File: config.mk
export PLATFORM = sky130hd
export DESIGN_NAME = light_update_ctrl
export DESIGN_NICKNAME = d
export VERILOG_FILES = /design/src/rtl/light_update_ctrl.sv
export SDC_FILE = /design/constraint.sdc
export NUM_CORES = 1
export LEC_CHECK = 0
export BUFFER_PORTS_ARGS = -buffer_cell sky130_fd_sc_hd__buf_2
export CORE_ASPECT_RATIO = 2
export CORE_MARGIN = 5
export CORE_UTILIZATION = 65
export CTS_CLUSTER_SIZE = 28
export DETAILED_ROUTE_END_ITERATION = 16
export GPL_TIMING_DRIVEN = 0
export HOLD_SLACK_MARGIN = 0.08
export MAX_ROUTING_LAYER = met4
export PLACE_DENSITY_LB_ADDON = 0.12
export SYNTH_ARGS = -nofsm -noshare
export SYNTH_HDL_FRONTEND = slang
export SYNTH_SLANG_ARGS = --single-unit
File: constraint.sdc
create_clock -name clk -period 10.36 [get_ports clk]
set_input_delay 0.518 -clock clk [delete_from_list [all_inputs] [get_ports clk]]
set_output_delay 0.518 -clock clk [all_outputs]
set_load 0.1 [all_outputs]
File: src/rtl/light_update_ctrl.sv
// rtl/light_update_ctrl.sv - ambient-light sample/map/PWM update scheduler
// Requests a sensor byte per tick, latches the mapped targets, slews duties on PWM wrap.
module light_update_ctrl #(
  parameter int SAMPLE_DIV = 1000000,
  parameter int TIMEOUT    = 4096,
  parameter int STEP       = 4
) (
  input  logic       clk,
  input  logic       rst_n,
  input  logic       enable,
  output logic       sample_req,
  input  logic       sample_ack,
  input  logic [7:0] sample_data,
  output logic [7:0] intensity,
  input  logic [7:0] tgt_r,
  input  logic [7:0] tgt_g,
  input  logic [7:0] tgt_b,
  input  logic       pwm_wrap,
  output logic [7:0] duty_r,
  output logic [7:0] duty_g,
  output logic [7:0] duty_b,
  output logic       busy,
  output logic       timeout_err
);
  localparam int CNT_W = $clog2(SAMPLE_DIV);
  localparam int TO_W  = $clog2(TIMEOUT);
  localparam logic [8:0] STEP9 = 9'(STEP);

  typedef enum logic [1:0] {IDLE, REQ, SETTLE, COMMIT} state_t;

  state_t           state_q;
  logic [CNT_W-1:0] tick_cnt_q;
  logic             tick_q;
  logic [TO_W-1:0]  to_cnt_q;
  logic [7:0]       tr_q, tg_q, tb_q;
  logic [7:0]       duty_r_q, duty_g_q, duty_b_q;
  logic [7:0]       intensity_q;
  logic             sample_req_q, busy_q, timeout_err_q;
  logic [7:0]       duty_r_d, duty_g_d, duty_b_d;
  logic             settled_d;

  // 9-bit compare so cur+STEP / tgt+STEP never wrap; no overshoot past tgt.
  function automatic logic [7:0] slew(input logic [7:0] cur, input logic [7:0] tgt);
    logic [8:0] c, t;
    c = {1'b0, cur};
    t = {1'b0, tgt};
    if (t > c + STEP9)      return 8'(c + STEP9);
    else if (c > t + STEP9) return 8'(c - STEP9);
    else                    return tgt;
  endfunction

  always_comb begin
    duty_r_d  = slew(duty_r_q, tr_q);
    duty_g_d  = slew(duty_g_q, tg_q);
    duty_b_d  = slew(duty_b_q, tb_q);
    settled_d = (duty_r_d == tr_q) && (duty_g_d == tg_q) && (duty_b_d == tb_q);
  end

  always_ff @(posedge clk or negedge rst_n) begin
    if (!rst_n) begin
      tick_cnt_q <= '0;
      tick_q     <= 1'b0;
    end else if (!enable) begin
      tick_cnt_q <= '0;
      tick_q     <= 1'b0;
    end else if (tick_cnt_q == CNT_W'(SAMPLE_DIV - 1)) begin
      tick_cnt_q <= '0;
      tick_q     <= 1'b1;
    end else begin
      tick_cnt_q <= tick_cnt_q + CNT_W'(1);
      tick_q     <= 1'b0;
    end
  end

  always_ff @(posedge clk or negedge rst_n) begin
    if (!rst_n) begin
      state_q       <= IDLE;
      to_cnt_q      <= '0;
      tr_q          <= '0;
      tg_q          <= '0;
      tb_q          <= '0;
      duty_r_q      <= '0;
      duty_g_q      <= '0;
      duty_b_q      <= '0;
      intensity_q   <= '0;
      sample_req_q  <= 1'b0;
      busy_q        <= 1'b0;
      timeout_err_q <= 1'b0;
    end else begin
      case (state_q)
        IDLE: begin
          if (tick_q) begin
            state_q      <= REQ;
            sample_req_q <= 1'b1;
            busy_q       <= 1'b1;
            to_cnt_q     <= '0;
          end
        end
        REQ: begin
          // Ack is checked first so an ack on the last allowed cycle still wins.
          if (sample_ack) begin
            intensity_q   <= sample_data;
            sample_req_q  <= 1'b0;
            timeout_err_q <= 1'b0;
            state_q       <= SETTLE;
          end else if (to_cnt_q == TO_W'(TIMEOUT - 1)) begin
            sample_req_q  <= 1'b0;
            timeout_err_q <= 1'b1;
            busy_q        <= 1'b0;
            state_q       <= IDLE;
          end else begin
            to_cnt_q <= to_cnt_q + TO_W'(1);
          end
        end
        SETTLE: begin
          tr_q    <= tgt_r;
          tg_q    <= tgt_g;
          tb_q    <= tgt_b;
          state_q <= COMMIT;
        end
        COMMIT: begin
          if (pwm_wrap) begin
            duty_r_q <= duty_r_d;
            duty_g_q <= duty_g_d;
            duty_b_q <= duty_b_d;
            if (settled_d) begin
              state_q <= IDLE;
              busy_q  <= 1'b0;
            end
          end
        end
        default: begin
          state_q <= IDLE;
          busy_q  <= 1'b0;
        end
      endcase
    end
  end

  assign sample_req  = sample_req_q;
  assign intensity   = intensity_q;
  assign duty_r      = duty_r_q;
  assign duty_g      = duty_g_q;
  assign duty_b      = duty_b_q;
  assign busy        = busy_q;
  assign timeout_err = timeout_err_q;

endmodule

==> impl_metrics.tcl <==
set metrics [dict create \
    worstPathRequired_ns 10.63 \
    ant_nets 0 \
    syn-num-nets 854 \
    drc 0 \
    arrival_ns 4.76 \
    max-cap-violations 0 \
    cp-start-kind "flip-flop" \
    root_buffer "clkbuf_16" \
    crit_type "flip-flop to flip-flop" \
    io_pins 72 \
    finalHoldViolCount 0 \
    antenna_found_initial 1 \
    yosys.cell_types.count 65 \
    synth_cells 757 \
    grt.met3_usage_pct 5.62 \
    htreeDepth 3 \
    grt_pass1_vias 6491 \
    synth_edf_count 0 \
    final-setup-viol-count 0 \
    grtUsageTotal_pct 32.2 \
    cp_max_fo 9 \
    drive_gt1_share_pct 14.3 \
    drtPass1Iterations 5 \
    die_area_um2 12800 \
    cts_resized 0 \
    period_share_pct 43.3 \
    clock_skew_ns 0.0144 \
    end_kind "flip-flop" \
    place_congestion 0.966 \
    coreArea_um2 10400 \
    cts_made_buffers 9 \
    yosys_warnings 0 \
    areaGrowthSynthToFinish_pct 12.9 \
    rrSetupSlack_ns 5.87 \
    syn-cell-area_um2 6840 \
    fp.dieW_um 82.5 \
    r2r-start "duty_b[2]" \
    drt_iter0_markers 241 \
    clk_pin_slew_worst_paths_ns 0.08 \
    detail_route.wl_per_cell_um 19.0 \
    wirelength_um 18700 \
    rsz0062_at_grt "no" \
    grt_start_max_net_pins 71 \
    met1_usage_pct 31.7 \
    yosysSeqAreaShare_pct 34.4 \
    finalMaxSlewViolations 0 \
    place.port_buffers 71 \
    worst_pin_slew_ns 0.854 \
    min_period_ns 4.49 \
    clk-insertion-delay-late_ns 0.36 \
    start_util_pct 65.7 \
    fillerInstances 745 \
    use_met2_pct 56.7 \
    vias_per_cell 6.18 \
    hold_path.class "input port to asynchronous set/reset pin" \
    r2r_cells 13 \
    synth_seq_cells 94 \
    synthFlopType "dfrtp_1" \
    overflow 0 \
    max_stage_delay_ns 0.55 \
    outcome "completed" \
    top_usage_layer "met2" \
    placementRows 53 \
    dp_hpwl_um 14500 \
    grt_pass1_wl_um 30700 \
    fmax_mhz 223 \
    r2r-end "state_q[0]" \
    slowest_stage "dfrtp_1" \
    avgSynthCellArea_um2 9.04 \
    async_flop_share_pct 100 \
    tns_ns 0 \
    cts.path.max_buffers 2 \
    crit_start "duty_b[2]" \
    nets 937 \
    slew_headroom_pct 43.0 \
    crit_chain "ha_1 > clkbuf_1 > nand3_1 > xor2_1 > ha_1 > a211oi_1 > o21ai_1 > o21ai_1 > a311oi_1 > a211o_1 > or4_1 > or4_1 > a32oi_1" \
    cts_tree "done" \
    die_h_um 155 \
    postCtsSetupRepairBufs 0 \
    num_vias 6079 \
    clock_sinks 94 \
    endpoint "state_q[0]" \
    cts_hold_buf 0 \
]
-- logic make-up after synthesis --
family | Yosys count | synth area share (%)
multiplexers | 29 | 4.72
adder cells (fa/ha/maj) | 60 | 11.0
XOR/XNOR | 92 | 12.0
AND/OR/NAND/NOR | 246 | 17.7
AO/OA/AOI/OAI | 165 | 16.2
flip-flops | 94 | 34.4
buffers and inverters | 71 | 4.04
-- worst min-delay path by stage --
| stage | slack (ns) | from | endpoint |
|---|---|---|---|
| 2_1_floorplan | 0.22 | rst_n | asynchronous set/reset pin |
| 3_3_place_gp | 0.49 | intensity[7] | intensity[7] |
| 3_5_place_dp | 0.47 | rst_n | duty_g[7] |
| 4_1_cts | 0.09 | rst_n | duty_g[7] |
| 5_1_grt | 0.10 | rst_n | duty_g[7] |
| 6_report | 0.07 | rst_n | duty_g[7] |
-- critical path: cells and delay by family (launching register included) --
kind	cells	cell delay (ns)
XOR/XNOR	1	0.21
adder cells (fa/ha/maj)	2	0.54
AO/OA/AOI/OAI	6	1.47
buffers and inverters	1	0.35
AND/OR/NAND/NOR	3	1.28
flip-flops	1	0.55
-- cell usage after synthesis, types with 12 or more instances --
master    count  area (µm²)
inv_1        38         143
xor2_1       43         377
nand2_1      54         203
ha_1         60         751
o21ai_0      34         170
mux2_2       26         293
dfrtp_1      94        2350
a21oi_1      37         185
nand4_1      12        75.1
nor2_1       67         251
nor3_1       13        65.1
and3_1       17         106
clkbuf_1     27         101
xnor2_1      48         420
nand3_1      33         165
-- layout make-up --
class | instances | area [µm²] | area share [%]
Multi-Input combinational cell | 592 | 4210 | 54.6
Timing Repair Buffer | 72 | 385 | 4.99
Sequential cell | 94 | 2350 | 30.5
Tap cell | 137 | 171 | 2.22
Buffer | 33 | 134 | 1.73
Clock buffer | 9 | 225 | 2.92
Inverter | 38 | 143 | 1.85
Antenna cell | 1 | 2.50 | 0.0324
Clock inverter | 7 | 95.1 | 1.23
-- per-layer routing --
layer / up-vias / routed length [µm]
met1: 2922 / 6590
li1: 2881 / -
met2: 208 / 10300
met5: - / 0
met3: 68 / 799
met4: 0 / 973
-- through the flow --
stage               cells  util, %  hold slack, ns  instance area [µm²]  setup slack, ns
floorplan             757        -           0.222                 6840             5.97
global placement      965     70.8           0.486                 7370             6.06
detailed placement    966     71.1           0.466                 7400             5.97
CTS                   982     74.1          0.0926                 7720             5.94
global route          983     74.2           0.101                 7720             5.62
finish                983     74.2          0.0682                 7720             5.87
-- state kept, by name, indices dropped and copies added, names as in the netlist, named ones only --
register     flops
busy             1
duty_b           8
duty_g           8
duty_r           8
intensity        8
sample_req       1
state_q          1
tb_q             8
tg_q             8
tick_cnt_q      20
tick_q           1
timeout_err      1
to_cnt_q        12
tr_q             8
-- placed cells by master, fill, tap and decap left out, types with 4 or more instances in the layout --
cell type,synthesis,layout
dfrtp_1,94,94
buf_2,2,72
nor2_1,67,67
ha_1,60,60
nand2_1,54,54
xnor2_1,48,48
xor2_1,43,43
inv_1,38,38
a21oi_1,37,37
o21ai_0,34,34
nand3_1,33,33
clkbuf_1,27,27
mux2_2,26,26
and3_1,17,17
nor3_1,13,13
nand4_1,12,12
a211oi_1,11,11
clkbuf_16,0,9
and2_1,8,8
a31oi_1,8,8
o211ai_1,8,8
a21o_1,7,7
a22o_1,7,7
nor4_1,6,6
nand2b_1,6,6
o21ai_1,6,6
or3_1,6,6
o22a_1,5,5
nand3b_1,4,4
or4_1,4,4
o31ai_1,4,4
nor3b_1,4,4
o21a_1,4,4
Power is not shown: default switching activity piles up to over one toggle a cycle in this logic, so the estimate is an artifact.
